### config.mk
export PLATFORM = sky130hd
export DESIGN_NAME = usb_ep_out_reader
export DESIGN_NICKNAME = d
export VERILOG_FILES = /design/src/rtl/usb_ep_out_reader.sv
export SDC_FILE = /design/constraint.sdc
export NUM_CORES = 1
export LEC_CHECK = 0
export CORE_AREA = 2 2 101 64
export CTS_CLUSTER_DIAMETER = 80
export CTS_CLUSTER_SIZE = 16
export DETAILED_ROUTE_END_ITERATION = 8
export DIE_AREA = 0 0 103 66
export GPL_ROUTABILITY_DRIVEN = 0
export SLEW_MARGIN = 20
export SYNTH_ARGS = -nofsm -noshare
export SYNTH_HDL_FRONTEND = slang
export SYNTH_SLANG_ARGS = --single-unit
### constraint.sdc
create_clock -name clk -period 3 [get_ports clk]
set_input_delay 0.3 -clock clk [delete_from_list [all_inputs] [get_ports clk]]
set_output_delay 0.3 -clock clk [all_outputs]
set_load 0.02 [all_outputs]
### src/rtl/usb_ep_out_reader.sv
// +---------------------------------------------------------------------------+
// | usb_ep_out_reader: drains a USB1.1 bulk OUT endpoint FIFO onto a          |
// | valid/ready byte stream and runs the FIFO-clear (flush) handshake.        |
// | Optional received-byte counter: define USB_EP_RD_CNT_EN.   Rev 1.0        |
// +---------------------------------------------------------------------------+
`default_nettype none

module usb_ep_out_reader #(
  parameter int BUF_DEPTH = 4,
  parameter int CNT_W     = 16
) (
  input  logic             clk,
  input  logic             reset,
  input  logic [7:0]       ep_dout,
  output logic             ep_re,
  input  logic [3:0]       ep_stat,
  input  logic             bulk_idle,
  output logic             clr_bulk,
  input  logic             flush_req,
  output logic             flush_done,
  output logic [7:0]       m_data,
  output logic             m_valid,
  input  logic             m_ready,
  output logic [CNT_W-1:0] byte_cnt,
  output logic             busy
);

  localparam int AW = $clog2(BUF_DEPTH);
  localparam int OW = AW + 2;

  typedef enum logic [1:0] {
    RUN       = 2'd0,
    DRAIN     = 2'd1,
    WAIT_IDLE = 2'd2,
    DONE      = 2'd3
  } state_t;

  state_t        r_state;
  logic          r_inflight;
  logic [7:0]    r_mem [BUF_DEPTH];
  logic [AW-1:0] r_wr_ptr;
  logic [AW-1:0] r_rd_ptr;
  logic [AW:0]   r_count;

  logic          w_push;
  logic          w_pop;
  logic          w_discard;
  logic          w_issue;
  logic          w_flush_fin;
  logic [OW-1:0] w_pending;
  logic          unused_stat;

  assign unused_stat = ^{ep_stat[3:2], ep_stat[0]};

  assign w_push      = r_inflight;
  assign w_pop       = m_valid & m_ready;
  assign w_discard   = (r_state == DRAIN) && !ep_re && !r_inflight;
  assign w_flush_fin = (r_state == DONE) && clr_bulk;
  assign w_pending   = OW'(r_count) + OW'(r_inflight);

  // ep_re is registered, so the decision is made one cycle ahead; the
  // pending count covers every byte that can land before that read's data.
  assign w_issue = (r_state == RUN) && !flush_req && !ep_stat[1] && !ep_re &&
                   (w_pending < OW'(BUF_DEPTH));

  assign m_valid = (r_count != '0);
  assign m_data  = r_mem[r_rd_ptr];
  assign busy    = (r_state != RUN);

  always_ff @(posedge clk or negedge reset) begin
    if (!reset) begin
      r_state    <= RUN;
      ep_re      <= 1'b0;
      r_inflight <= 1'b0;
      clr_bulk   <= 1'b0;
      flush_done <= 1'b0;
    end else begin
      ep_re      <= w_issue;
      r_inflight <= ep_re;
      clr_bulk   <= 1'b0;
      flush_done <= 1'b0;
      case (r_state)
        RUN:       if (flush_req) r_state <= DRAIN;
        DRAIN:     if (!ep_re && !r_inflight) r_state <= WAIT_IDLE;
        WAIT_IDLE: begin
          if (bulk_idle) begin
            clr_bulk <= 1'b1;
            r_state  <= DONE;
          end
        end
        // Two cycles here: clr_bulk first, then flush_done, still busy.
        DONE: begin
          if (clr_bulk) flush_done <= 1'b1;
          else          r_state    <= RUN;
        end
        default:   r_state <= RUN;
      endcase
    end
  end

  always_ff @(posedge clk or negedge reset) begin
    if (!reset) begin
      for (int i = 0; i < BUF_DEPTH; i++) r_mem[i] <= 8'h00;
      r_wr_ptr <= '0;
      r_rd_ptr <= '0;
      r_count  <= '0;
    end else begin
      if (w_push) begin
        r_mem[r_wr_ptr] <= ep_dout;
        r_wr_ptr        <= r_wr_ptr + 1'b1;
      end
      if (w_discard) begin
        r_rd_ptr <= r_wr_ptr;
        r_count  <= '0;
      end else begin
        if (w_pop) r_rd_ptr <= r_rd_ptr + 1'b1;
        if (w_push && !w_pop)      r_count <= r_count + 1'b1;
        else if (w_pop && !w_push) r_count <= r_count - 1'b1;
      end
    end
  end

`ifdef USB_EP_RD_CNT_EN
  logic [CNT_W-1:0] r_byte_cnt;

  always_ff @(posedge clk or negedge reset) begin
    if (!reset) begin
      r_byte_cnt <= '0;
    end else if (w_flush_fin) begin
      r_byte_cnt <= '0;
    end else if (w_pop && (r_byte_cnt != {CNT_W{1'b1}})) begin
      r_byte_cnt <= r_byte_cnt + 1'b1;
    end
  end

  assign byte_cnt = r_byte_cnt;
`else
  logic unused_fin;
  assign unused_fin = w_flush_fin;
  assign byte_cnt   = '0;
`endif

endmodule

`default_nettype wire

==> results.json <==
{
  "design.die.area_sq_um": 6800,
  "synth-compound-area-share_pct": 4.81,
  "buffer_ports.inserted": 26,
  "initial_utilization_pct": 38.9,
  "wl_met2_microns": 1720,
  "cts_inserted_buffers": 5,
  "critical_path_required_ps": 2700,
  "tightest_slew_ps": 644,
  "setup_slack_ps": 481,
  "setup_repair_after_global_routing_missed_its_margin": "no",
  "first_global_vias": 1303,
  "cts_post_setup_buffers_inserted": 0,
  "ys_warn_count": 0,
  "drv_slew": 0,
  "synth_area_sq_um": 2290,
  "power_leakage_nw": 1.16,
  "totalWireLength_microns": 4050,
  "drt-pass1-iter-count": 4,
  "antenna_violations_before_repair": 0,
  "drt.antenna.violating_nets": 0,
  "die-height_microns": 66,
  "m1WireLength_microns": 2090,
  "hold_slack_ps": -8.59,
  "yosys.area_share.simple_pct": 5.35,
  "synth-seq-area-share_pct": 49.2,
  "syn-instance-count": 173,
  "outcome": "finished, violations left",
  "r2r_setup_slack_ps": 760,
  "global_route.usage.total_pct": 13.4,
  "dp_worst_setup_slack_ps": 719,
  "synth_enable_flop_cells": 0,
  "row_count": 22,
  "clock_path_buffers": 2,
  "yosys.area_share.adder_pct": 5.79,
  "setup_skew_ps": 10.7,
  "dp_hpwl_microns": 2750,
  "mostFrequentLayoutCell": "sky130_fd_sc_hd__dfrtp_1",
  "htreeDepth": 2,
  "drc_errors": 0,
  "arrival_ps": 2220,
  "hp_class": "input pin to asynchronous set/reset pin",
  "postPlaceCellArea_sq_um": 2570,
  "power.density_cell_area_nw_per_um2": 1030,
  "core-area_sq_um": 5890,
  "post-route-cell-area_sq_um": 2670,
  "timing.max_slew.rel_slack_pct": 57.0,
  "synthXorXnorAreaFrac_pct": 1.91,
  "critical_path.max_fanout": 10,
  "startpoint_type": "flop",
  "nets": 227,
  "cts.sinks": 45,
  "max_cap_viol_count": 0,
  "dr_wl_met3_microns": 163,
  "antenna_cells_inserted": 0,
  "layout.cells.most_common_list": "sky130_fd_sc_hd__dfrtp_1 (45), sky130_fd_sc_hd__mux2_2 (33), sky130_fd_sc_hd__clkdlybuf4s50_1 (25)",
  "yosys_register_bits": 45,
  "grt_start_max_net_pins": 46,
  "iter_0_drt_violations": 42,
  "synth_async_sr_flop_share_pct": 100,
  "synth_top_family_by_area": "multiplexers",
  "route.top_layer_used": "met4",
  "final-hold-violation-count": 8,
  "vias": 1343,
  "wire_per_inst_microns": 14.2,
  "post-route-period-util_pct": 84.0,
  "tritoncts_clock_tree": "yes",
  "via_to_cell_ratio": 4.71,
  "post-layout-total-power_mw": 2.74,
  "timing.fmax_mhz": 397,
  "clkLatencyLatePin_ps": 300,
  "report.final.setup_viol": 0,
  "syn_avg_cell_area_sq_um": 13.2,
  "path_class": "flop to output port",
  "io-pin-count": 46,
  "final.min_clock_period_ps": 2520,
  "final_layout_setup_total_negative_slack_ps": 0,
  "irDropWorstVdd_mv": 0.293,
  "area_delta_synth_final_pct": 16.5,
  "post_synth_num_cell_types": 37,
  "clkTransAtPathRegs_ps": 90,
  "primary_flip_flop_cell_chosen_by_synthesis_mapping": "sky130_fd_sc_hd__dfrtp_1",
  "failed_checks": "hold timing",
  "cts.hold.buffers_added": 0,
  "die_x_microns": 103,
  "grt_first_pass_wirelength_microns": 6740,
  "post_synth_mux_area_share_pct": 24.5,
  "root_buffer": "sky130_fd_sc_hd__clkbuf_8",
  "drive_above_1_share_pct": 25.9,
  "end_kind": "output port",
  "cts.repair.resized": 0,
  "grt_remaining_overflow": 0
}
path summary, 6_finish.rpt:
kind	cells after the start	start	to
max	2	r_rd_ptr[0]	m_data[4]
min	1	reset	r_mem[31]
min reg2reg	0	ep_re	r_inflight
min in group clk	0	ep_re	r_inflight
max in group asynchronous	1	reset	r_mem[23]
max reg2reg	5	r_count[0]	r_count[1]
cells in the mapped netlist, drive strengths merged (3+ instances only):
| cell | count | area (sq um) |
|---|---|---|
| mux2 | 33 | 372 |
| buf | 21 | 144 |
| o21ai | 5 | 25.0 |
| dfrtp | 45 | 1130 |
| ha | 9 | 113 |
| nand2 | 9 | 33.8 |
| xor2 | 3 | 26.3 |
| mux4 | 8 | 180 |
| inv | 11 | 41.3 |
logic make-up (layout without fill, tap and decap cells):
group | after synthesis | in the layout
compound gates | 14 | 14
xor+xnor | 5 | 5
fa+ha+maj | 10 | 10
buf+inv | 33 | 46
flops | 45 | 45
mux | 42 | 42
other cells | 1 | 16
simple gates | 23 | 23
metrics by stage:
step           utilization [%]  std cells  hold WS [ps]
2_1_floorplan                -        188          4.41
3_3_place_gp              43.6        277           467
3_5_place_dp              43.6        277           480
4_1_cts                   45.3        285           198
5_1_grt                   45.3        285          27.6
6_report                  45.3        285         -8.59
power breakdown:
part	total, mW	internal (mW)	switching [mW]
logic	1.19	0.692	0.496
registers	1.14	0.893	0.247
clock network	0.412	0.208	0.203
registers in the layout, summed over array words and instances, names as in the netlist:
name,count
ep_re,1
r_mem,32
clr_bulk,1
r_wr_ptr,2
flush_done,1
r_inflight,1
r_state,2
r_count,3
r_rd_ptr,2
layer usage:
metal | global-route usage [%] | up-vias
li1 | - | 629
met1 | 19.5 | 681
met2 | 18.4 | 28
met3 | 3.49 | 5
met4 | 6.41 | 0
met5 | 0 | -
area by class of cell:
type	instances	area [sq um]
flip-flops and latches	45	1130
clock buffers	7	96.3
inverters	11	41.3
clock inverters	1	5.00
well taps	84	105
multi-input cells	110	1030
repair buffers	27	265
fillers	553	3220
critical path, cell delays in order (launching register included):
cell	delay (ps)
sky130_fd_sc_hd__dfrtp_1	760
sky130_fd_sc_hd__mux4_2	600
sky130_fd_sc_hd__clkdlybuf4s50_1	550
(Power assumes the default switching activity.)
